### src/rtl/lcd_pkg.sv
// rtl/lcd_pkg.sv - shared HD44780 bus definitions for lcd_ctrl and lcd_bus_responder
package lcd_pkg;

    // Instruction classes, identified by the highest set bit of the byte
    localparam logic [7:0] OP_CLR    = 8'h01;
    localparam logic [7:0] OP_HOME   = 8'h02;
    localparam logic [7:0] OP_ENTRY  = 8'h04;
    localparam logic [7:0] OP_DISP   = 8'h08;
    localparam logic [7:0] OP_SHIFT  = 8'h10;
    localparam logic [7:0] OP_FUNC   = 8'h20;
    localparam logic [7:0] OP_CGADDR = 8'h40;
    localparam logic [7:0] OP_DDADDR = 8'h80;

    // DDRAM line bases and the last address of each line in 2-line mode
    localparam logic [6:0] LINE0_BASE    = 7'h00;
    localparam logic [6:0] LINE1_BASE    = 7'h40;
    localparam logic [6:0] LINE0_LAST    = 7'h27;
    localparam logic [6:0] LINE1_LAST    = 7'h67;
    localparam logic [6:0] ONE_LINE_LAST = 7'h4F;

    localparam logic [7:0] CHAR_BLANK = 8'h20;

    typedef enum logic [1:0] {
        ST_INIT,
        ST_IDLE,
        ST_CLEAR,
        ST_BUSY
    } lcd_state_t;

    typedef enum logic {
        MODE_DDRAM,
        MODE_CGRAM
    } lcd_mode_t;

    // Reduce an instruction byte to its one-hot class (0 for 0x00)
    function automatic logic [7:0] op_class(input logic [7:0] d);
        op_class = 8'h00;
        for (int b = 0; b < 8; b++) begin
            if (d[b]) begin
                op_class    = 8'h00;
                op_class[b] = 1'b1;
            end
        end
    endfunction

    // The first 16 columns of each line are mirrored in the shadow
    function automatic logic in_window(input logic [6:0] a);
        return (a[6:4] == 3'b000) || (a[6:4] == 3'b100);
    endfunction

    function automatic logic [4:0] shadow_idx(input logic [6:0] a);
        return {a[6], a[3:0]};
    endfunction

    function automatic logic dd_addr_valid(input logic [6:0] a);
        return (a <= LINE0_LAST) || ((a >= LINE1_BASE) && (a <= LINE1_LAST));
    endfunction

endpackage

### src/rtl/lcd_ac_step.sv
// rtl/lcd_ac_step.sv - next address-counter value for one increment or decrement
module lcd_ac_step
    import lcd_pkg::*;
(
    input  logic       [6:0] ac,
    input  logic             dir,
    input  logic             two_line,
    input  lcd_mode_t        mode,
    output logic       [6:0] ac_next
);

    // CGRAM wraps over 6 bits; DDRAM hops between line ranges or wraps mod 80
    always_comb begin
        ac_next = ac;
        if (mode == MODE_CGRAM) begin
            ac_next = {1'b0, dir ? (ac[5:0] + 6'd1) : (ac[5:0] - 6'd1)};
        end else if (two_line) begin
            if (dir) begin
                if (ac == LINE0_LAST)      ac_next = LINE1_BASE;
                else if (ac == LINE1_LAST) ac_next = LINE0_BASE;
                else                       ac_next = ac + 7'd1;
            end else begin
                if (ac == LINE0_BASE)      ac_next = LINE1_LAST;
                else if (ac == LINE1_BASE) ac_next = LINE0_LAST;
                else                       ac_next = ac - 7'd1;
            end
        end else begin
            if (dir) ac_next = (ac >= ONE_LINE_LAST) ? 7'h00 : ac + 7'd1;
            else     ac_next = (ac == 7'h00) ? ONE_LINE_LAST : ac - 7'd1;
        end
    end

endmodule

### src/rtl/lcd_bus_responder.sv
// rtl/lcd_bus_responder.sv - HD44780-compatible bus responder with 2x16 shadow DDRAM
module lcd_bus_responder
    import lcd_pkg::*;
#(
    parameter int BUSY_CYC = 2000,
    parameter int CLR_CYC  = 76500
) (
    input  logic       clk,
    input  logic       rst,
    input  logic       i_lcd_rs,
    input  logic       i_lcd_rw,
    input  logic       i_lcd_e,
    input  logic [7:0] i_lcd_data,
    output logic [7:0] o_lcd_dout,
    output logic       o_lcd_doe,
    output logic       o_busy,
    output logic [6:0] o_ac,
    output logic       o_disp_on,
    output logic       o_cur_on,
    output logic       o_blink_on,
    output logic       o_dl8,
    output logic       o_two_line,
    output logic       o_cmd_valid,
    output logic [7:0] o_cmd,
    output logic       o_err,
    input  logic [4:0] i_rd_addr,
    output logic [7:0] o_rd_char
);

    localparam int MAX_CYC = (BUSY_CYC > CLR_CYC) ? BUSY_CYC : CLR_CYC;
    localparam int CNT_W   = $clog2(MAX_CYC + 1);
    localparam logic [CNT_W-1:0] BUSY_LOAD = CNT_W'(BUSY_CYC - 1);
    localparam logic [CNT_W-1:0] CLR_LOAD  = CNT_W'(CLR_CYC - 1);
    localparam logic [CNT_W-1:0] CNT_ONE   = CNT_W'(1);

    // Bus bundle layout: {rs, rw, e, data}
    logic [10:0]      bus_s1, bus_s2, bus_d;
    lcd_state_t       state;
    lcd_mode_t        mode;
    logic [CNT_W-1:0] cnt;
    logic [4:0]       sweep_idx;
    logic [6:0]       ac, ac_next;
    logic             id;
    logic [7:0]       shadow [32];
    logic             mem_we;
    logic [4:0]       mem_idx;
    logic [7:0]       mem_wdata;
    logic             e_fall, acc_rs, acc_rw;
    logic [7:0]       acc_data;
    logic             busy_int, wr_acc, wr_rej, rd_step, is_shift, step_dir;

    // Two-flop synchroniser plus one delay stage for E falling-edge detection
    always_ff @(posedge clk or posedge rst) begin
        if (rst) begin
            bus_s1 <= '0;
            bus_s2 <= '0;
            bus_d  <= '0;
        end else begin
            bus_s1 <= {i_lcd_rs, i_lcd_rw, i_lcd_e, i_lcd_data};
            bus_s2 <= bus_s1;
            bus_d  <= bus_s2;
        end
    end

    // RS/RW/DATA come from the cycle before E dropped, so they are stable
    assign e_fall   = bus_d[8] & ~bus_s2[8];
    assign acc_rs   = bus_d[10];
    assign acc_rw   = bus_d[9];
    assign acc_data = bus_d[7:0];

    // o_busy trails state by a cycle; either one being set blocks writes
    assign busy_int = (state != ST_IDLE) | o_busy;
    assign wr_acc   = e_fall & ~acc_rw & ~busy_int;
    assign wr_rej   = e_fall & ~acc_rw & busy_int;
    assign rd_step  = e_fall & acc_rw & acc_rs;
    assign is_shift = ~acc_rs & (acc_data[7:4] == 4'b0001);
    assign step_dir = is_shift ? acc_data[2] : id;

    lcd_ac_step u_ac_step (
        .ac       (ac),
        .dir      (step_dir),
        .two_line (o_two_line),
        .mode     (mode),
        .ac_next  (ac_next)
    );

    assign o_ac = ac;

    // Read data back to the master, valid while synced E and RW are both high
    always_comb begin
        o_lcd_doe  = bus_s2[8] & bus_s2[9];
        o_lcd_dout = 8'h00;
        if (o_lcd_doe) begin
            if (!bus_s2[10])                                o_lcd_dout = {o_busy, ac};
            else if ((mode == MODE_DDRAM) && in_window(ac)) o_lcd_dout = shadow[shadow_idx(ac)];
            else                                            o_lcd_dout = CHAR_BLANK;
        end
    end

    // Shadow write source: blank sweep during INIT/CLEAR, otherwise visible data writes
    always_comb begin
        mem_we    = 1'b0;
        mem_idx   = sweep_idx;
        mem_wdata = CHAR_BLANK;
        if ((state == ST_INIT) || (state == ST_CLEAR)) begin
            mem_we = 1'b1;
        end else if (wr_acc && acc_rs && (mode == MODE_DDRAM) && in_window(ac)) begin
            mem_we    = 1'b1;
            mem_idx   = shadow_idx(ac);
            mem_wdata = acc_data;
        end
    end

    // Shadow storage; INIT fills it after every reset, so it needs no reset itself
    always_ff @(posedge clk) begin
        if (mem_we) shadow[mem_idx] <= mem_wdata;
    end

    // Independent registered readout port
    always_ff @(posedge clk or posedge rst) begin
        if (rst) o_rd_char <= 8'h00;
        else     o_rd_char <= shadow[i_rd_addr];
    end

    // Main controller: sweeps, busy countdown, instruction and data decode
    always_ff @(posedge clk or posedge rst) begin
        if (rst) begin
            state       <= ST_INIT;
            cnt         <= '0;
            sweep_idx   <= '0;
            ac          <= LINE0_BASE;
            id          <= 1'b1;
            mode        <= MODE_DDRAM;
            o_disp_on   <= 1'b0;
            o_cur_on    <= 1'b0;
            o_blink_on  <= 1'b0;
            o_dl8       <= 1'b1;
            o_two_line  <= 1'b1;
            o_cmd_valid <= 1'b0;
            o_cmd       <= 8'h00;
            o_err       <= 1'b0;
            o_busy      <= 1'b0;
        end else begin
            o_busy      <= (state != ST_IDLE);
            o_cmd_valid <= 1'b0;
            o_err       <= wr_rej;
            if (rd_step) ac <= ac_next;
            case (state)
                ST_INIT: begin
                    sweep_idx <= sweep_idx + 5'd1;
                    if (sweep_idx == 5'd31) state <= ST_IDLE;
                end
                ST_CLEAR: begin
                    sweep_idx <= sweep_idx + 5'd1;
                    if (cnt != '0) cnt <= cnt - CNT_ONE;
                    if (sweep_idx == 5'd31) state <= (cnt == '0) ? ST_IDLE : ST_BUSY;
                end
                ST_BUSY: begin
                    if (cnt == '0) state <= ST_IDLE;
                    else           cnt   <= cnt - CNT_ONE;
                end
                ST_IDLE: begin
                    if (wr_acc) begin
                        state <= ST_BUSY;
                        cnt   <= BUSY_LOAD;
                        if (acc_rs) begin
                            ac <= ac_next;
                        end else begin
                            o_cmd_valid <= 1'b1;
                            o_cmd       <= acc_data;
                            case (op_class(acc_data))
                                OP_CLR: begin
                                    state     <= ST_CLEAR;
                                    cnt       <= CLR_LOAD;
                                    sweep_idx <= '0;
                                    ac        <= LINE0_BASE;
                                    id        <= 1'b1;
                                    mode      <= MODE_DDRAM;
                                end
                                OP_HOME: begin
                                    cnt  <= CLR_LOAD;
                                    ac   <= LINE0_BASE;
                                    mode <= MODE_DDRAM;
                                end
                                OP_ENTRY: id <= acc_data[1];
                                OP_DISP: begin
                                    o_disp_on  <= acc_data[2];
                                    o_cur_on   <= acc_data[1];
                                    o_blink_on <= acc_data[0];
                                end
                                OP_SHIFT: begin
                                    if (!acc_data[3]) ac <= ac_next;
                                end
                                OP_FUNC: begin
                                    o_dl8      <= acc_data[4];
                                    o_two_line <= acc_data[3];
                                end
                                OP_CGADDR: begin
                                    mode <= MODE_CGRAM;
                                    ac   <= {1'b0, acc_data[5:0]};
                                end
                                OP_DDADDR: begin
                                    mode <= MODE_DDRAM;
                                    ac   <= acc_data[6:0];
                                    if (!dd_addr_valid(acc_data[6:0])) o_err <= 1'b1;
                                end
                                default: ;
                            endcase
                        end
                    end
                end
                default: state <= ST_INIT;
            endcase
        end
    end

endmodule
### config.mk
export PLATFORM = sky130hd
export DESIGN_NAME = lcd_bus_responder
export DESIGN_NICKNAME = d
export VERILOG_FILES = /design/src/rtl/lcd_pkg.sv /design/src/rtl/lcd_ac_step.sv /design/src/rtl/lcd_bus_responder.sv
export SDC_FILE = /design/constraint.sdc
export NUM_CORES = 1
export LEC_CHECK = 0
export BUFFER_PORTS_ARGS = -buffer_cell sky130_fd_sc_hd__buf_2
export CORE_UTILIZATION = 46
export CTS_CLUSTER_DIAMETER = 100
export DETAILED_ROUTE_END_ITERATION = 16
export PLACE_DENSITY = 0.63
export SLEW_MARGIN = 20
export SYNTH_ARGS = -nofsm -noshare
export SYNTH_HDL_FRONTEND = slang
export SYNTH_HIERARCHICAL = 1
export SYNTH_SLANG_ARGS = --single-unit
### constraint.sdc
create_clock -name clk -period 4.6 [get_ports clk]
set_clock_uncertainty 0.15 [all_clocks]
set_input_delay 0.23 -clock clk [delete_from_list [all_inputs] [get_ports clk]]
set_output_delay 0.23 -clock clk [all_outputs]
set_load 0.1 [all_outputs]
; After elaboration in Yosys (flattened, before gate mapping)
; Memory sizes are Yosys's and may differ from the RTL's. A register that Yosys moved wholly into a read port is not among the register bits.
; Cells that the tools add are included.
; Widths: inputs -> output; s select.
[classes]
add_sub_neg = 6
magnitude_cmp = 4
eq_ne = 26
mux = 68
bitwise_logic = 14
reduce_logical = 28
[ops]
columns = cell, count
row1 = $mux 8, 15
row2 = $mux 7, 15
row3 = $mux 17, 5
row4 = $pmux 17 s3, 1
row5 = $pmux 7 s4, 1
row6 = $reduce_and 4->1, 7
row7 = $mux 5, 5
row8 = $logic_not 17->1, 1
row9 = $reduce_bool 17->1, 1
row10 = $sub 17x1->17 const B, 1
row11 = $mux 1, 16
row12 = $eq 7x7->1 const B, 2
row13 = $ge 7x7->1 const B, 2
row14 = $mux 2, 5
row15 = $ne 2x1->1 const B, 5
row16 = $pmux 5 s2, 1
row17 = $and 1x1->1, 8
row18 = $eq 8x1->1 const B, 1
row19 = $eq 8x2->1 const B, 1
row20 = $eq 8x3->1 const B, 1
row21 = $eq 8x4->1 const B, 1
row22 = $eq 8x5->1 const B, 1
row23 = $eq 8x6->1 const B, 1
row24 = $eq 8x7->1 const B, 1
row25 = 30 further kinds, 48
[word_totals]
reg_bits = 82
ramBits = 256
inputBits = 18
out_inout_bits = 40
word_cells = 165
memories = 1
[memory_table]
columns = memory, words, width, read_ports, rd_clocked_by_memory_dff, wr, line_no
row1 = shadow, 32, 8, 2, 1, 1, lcd_bus_responder.sv:44  ; logic [7:0] shadow [32];

; Longest topological paths before layout
[depth]
ltp_word = 17
mapped_depth = 16
ltp_nobuf = 14

; Modules after synthesis
; The synthesis kept the hierarchy.
[modules_own_cells]
columns = mod, instances, cells_per_inst, area_each_um2, seq_area_each_um2
row1 = lcd_bus_responder, 1, 964, 16255.6, 9943.3
row2 = lcd_ac_step, 1, 94, 716.9, 0.0

; Worst setup path before layout
; OpenSTA, ideal clock, no wires.
[synth_timing]
kind = register -> output
startpoint = register ac[1] (netlist: o_ac[1])
endpoint = output port o_lcd_dout[0]
t_arrival_ps = 4595
t_required_ps = 4220
path_slack_ps = -375
path_stages_with_launch = 9
n_path_buf = 3
cell_sequence = dfrtp_1 clkbuf_1 clkbuf_1 buf_2 mux4_2 nand2_1 a31oi_1 nor2_1 o21ai_0
[synth_between]
elab_chain_cells = 4
[synth_rtl]
columns = item, line_no
row1 = start: declaration, lcd_bus_responder.sv:42  ; logic [6:0] ac, ac_next;
row2 = start signal: assignment, lcd_bus_responder.sv:147  ; if (rd_step) ac <= ac_next;
row3 = start signal: assignment, lcd_bus_responder.sv:167  ; ac <= ac_next;
row4 = start signal: assignment, lcd_bus_responder.sv:192  ; if (!acc_data[3]) ac <= ac_next;
row5 = $mem_v2 32x8, --
row6 = $mux 8, lcd_bus_responder.sv:95  ; else if ((mode == MODE_DDRAM) && in_window(ac)) o_lcd_dout = shadow[shadow_idx(ac)];
row7 = $mux 8, lcd_bus_responder.sv:94  ; if (!bus_s2[10]) o_lcd_dout = {o_busy, ac};
row8 = $mux 8, lcd_bus_responder.sv:93  ; if (o_lcd_doe) begin
row9 = end: declaration, lcd_bus_responder.sv:14  ; output logic [7:0] o_lcd_dout,
; Every way passes these cells.

; Worst setup path in the final report
[layout_timing]
startpoint = register ac[1] (netlist: o_ac[1])
endpoint = output port o_lcd_dout[2]
; The elaborated chain is that of the path after synthesis.

==> run summary <==
Status: finished clean
Syn_nets: 1090
Startpoint types: flop
Antenna diodes: 0
Cts repair resizes: 0
RSZ-0062 raised after global routing: false
Final worst-path cycle share: 85.8%
Detailed placement HPWL: 29.8 mm
Mux share of post-synthesis cell area: 22.1%
Synthesized-area fraction occupied by adder cells: 1.08%
Synth Area in Compound Gates: 6.86%
FILL cells: 2843
Worst min-delay path class: input port to async pin
Power consumption: 10.3 mW
Post-synth ARST share: 26.0%
# IOs: 58
Routed WL per cell: 27.5 µm
Relative slew slack: 31.6%
Antenna violations before repair: 3
Final Hold Vio Count: 0
Reg2Reg Setup Slack: 0.72 ns
Syn avg cell area: 16.0 µm²
Max Cap Violations: 0
Cells on worst reg2reg path: 14
CTS sink cnt: 346
H-Tree Depth: 2
Worst r2r src: bus_d[5]$_DFF_PP0_
Setup total negative slack: 0 ns
Routed WL: 45.1 mm
Simple-gate share of the synthesized area: 8.17%
Most common cell on crit path: mux4_2
Clk root buf: clkbuf_16
Die Ht: 194 µm
Yosys cell types: 89
Vias in the first global route: 10400
P per Cell Area: 531 mW/mm²
Fin nets: 1181
Slowest stage cell, crit path: dfrtp_4
Yosys warns: 6
Vias post-DR: 10600
Die span in x: 194 µm
Seq cells post-synth: 346
Die area: 0.0377 mm²
Clock Tree Buf Depth: 3
DR pass1 iterations: 6
GRT Total Usage: 24.5%
Gp weighted congestion: 0.894
Pin count of the biggest net entering global routing: 54
Final Max Tran Viols: 0
Mapped Area: 0.0170 mm²
Synthesis-to-finish area growth: 14.7%
Reg area: 0.00995 mm²
Critical path cell sequence: buf_4, mux4_2, mux4_2, nand2b_1, a22o_1, buf_2
Final design instance area without fill: 0.0195 mm²
Antenna viol nets, final: 0
Commonest non-fill, non-tap cell in the layout: edfxtp_1
Layout cells sized above 1: 32.4%
Most frequent cells in the layout: 256 x edfxtp_1, 145 x mux4_2, 85 x nor2_1
CP endpoint kind: output pin
Post-Synthesis Cells: 1058
Largest family of logic cells by synthesized area: multiplexers
First-pass GRT wire length: 68.2 mm
Initial core utilization: 47.3%
Critical Path Max Stage Delay: 0.98 ns
Congestion Overflow GR: 0
Leak: 6.08 nW
Setup Crit Path Kind: flop to output pin
Synth Flop Type: edfxtp_1
Worst Max-Slew Pin Slew: 1.02 ns
Synth Area in XOR/XNOR: 0.516%
Area taken by multi-input logic gates: 0.00658 mm²
Row cnt: 69
CTS tree: built
EDFF count, synth: 256
R2R Path End: o_ac[5]$_DFF_PP0_
Tmin final: 3.95 ns
Worst VDD drop: 0.267 mV
Drt drc: 0
Critical path fanouts, max: 53
Clock insertion delay at the later pin of the skew report: 0.52 ns
DRT iter0 DRCs: 1188
Core area: 0.0359 mm²
Sequential cell area fraction in the yosys report: 58.6%
Crit path DAT: 3.57 ns
Vias per inst: 6.49
Clock transition at path regs: 0.06 ns
Max Clock Freq: 0.253 GHz
Area of placed instances: 0.0179 mm²
Final setup vio count: 0
Crit path required time: 4.22 ns
Num CTS Buffers: 39
Port bufs: 57
routing by layer:
layer	GRT usage, %	part of all wire (%)
met1	34.5	40
met4	6.38	2.3
met3	5.88	9.8
met5	0	0.075
met2	38.4	47
cell families after synthesis:
group,count (synthesis)
AO/OA/AOI/OAI,151
multiplexers,190
adder cells (fa/ha/maj),14
buffers and inverters,90
AND/OR/NAND/NOR,257
flip-flops,346
XOR/XNOR,10
Yosys cell counts, types with 6 or more instances:
| cell | count | area (µm²) |
|---|---|---|
| clkbuf_1 | 31 | 116 |
| nor3b_1 | 6 | 45.0 |
| edfxtp_1 | 256 | 7690 |
| mux2i_1 | 18 | 180 |
| ha_1 | 13 | 163 |
| mux2_2 | 26 | 293 |
| o221ai_1 | 7 | 61.3 |
| nand2_1 | 50 | 188 |
| buf_2 | 19 | 95.1 |
| a31oi_1 | 18 | 113 |
| nand4_1 | 6 | 37.5 |
| nor4_1 | 9 | 56.3 |
| nor3_1 | 16 | 80.1 |
| o21ai_0 | 20 | 100 |
| a32oi_1 | 6 | 52.6 |
| a21oi_1 | 19 | 95.1 |
| dfrtp_1 | 87 | 2180 |
| o22a_1 | 8 | 70.1 |
| mux4_2 | 145 | 3270 |
| and2_1 | 10 | 62.6 |
| nand3_1 | 16 | 80.1 |
| inv_1 | 18 | 67.6 |
| buf_4 | 8 | 60.1 |
| xnor2_1 | 6 | 52.6 |
| nor2_1 | 85 | 319 |
| nand2b_1 | 13 | 81.3 |
through the flow:
stage	hold slack, ns	setup WS, ns	util [%]	instances
finish	0.195	0.655	54.2	1639
global route	0.185	0.440	54.2	1639
CTS	0.178	0.626	54.2	1639
detailed placement	0.185	0.790	49.9	1556
global placement	0.184	0.856	49.9	1556
floorplan	0.111	0.109	-	1058
sequential cells by signal (all words and copies together), names as in the netlist, 2 cells and up:
register	flops
shadow	256
cnt	17
bus_d	11
bus_s1	11
bus_s2	11
o_cmd	8
o_rd_char	8
o_ac	7
sweep_idx	5
state	2
how the worst max path moves through the flow:
| stage | startpoint | to | slack [ns] |
|---|---|---|---|
| after floorplan | o_ac[1]$_DFF_PP0_ | o_lcd_dout[3] | 0.11 |
| after detailed placement | bus_d[5]$_DFF_PP0_ | o_ac[5]$_DFF_PP0_ | 0.79 |
| final | o_ac[1]$_DFF_PP0_ | o_lcd_dout[2] | 0.65 |
| after CTS | o_ac[0]$_DFF_PP0_ | o_lcd_dout[0] | 0.63 |
| after global routing | bus_d[5]$_DFF_PP0_ | o_ac[5]$_DFF_PP0_ | 0.44 |
| after global placement | bus_d[5]$_DFF_PP0_ | o_ac[5]$_DFF_PP0_ | 0.86 |
layout make-up:
type / count / share of cell area [%]
Tap cell: 461 / 2.96
Multi-Input combinational cell: 622 / 33.8
Sequential cell: 346 / 51.1
Inverter: 19 / 0.379
Clock inverter: 19 / 1.56
Clock buffer: 51 / 5.78
Timing Repair Buffer: 121 / 4.43
critical path, delay by kind of cell, from the launching register on:
family	cells	cell delay, ns
DFF	1	0.98
and+or+nand+nor	1	0.16
buffers and inverters	2	0.68
AOI/OAI and AO/OA	1	0.24
muxes	2	0.91
timing repair:
item | CTS | global route
setup buffers | 0 | 0
hold buffers | 13 | 0
setup endpoints to repair | 0 | 0
hold endpoints to repair | 54 | 0
power by group:
part / leakage (nW) / internal, mW / switching, mW
registers: 2.88 / 3.54 / 0.476
logic: 2.50 / 1.06 / 1.84
clock network: 0.703 / 2.17 / 1.26
Power figures use the tool's default switching activity.
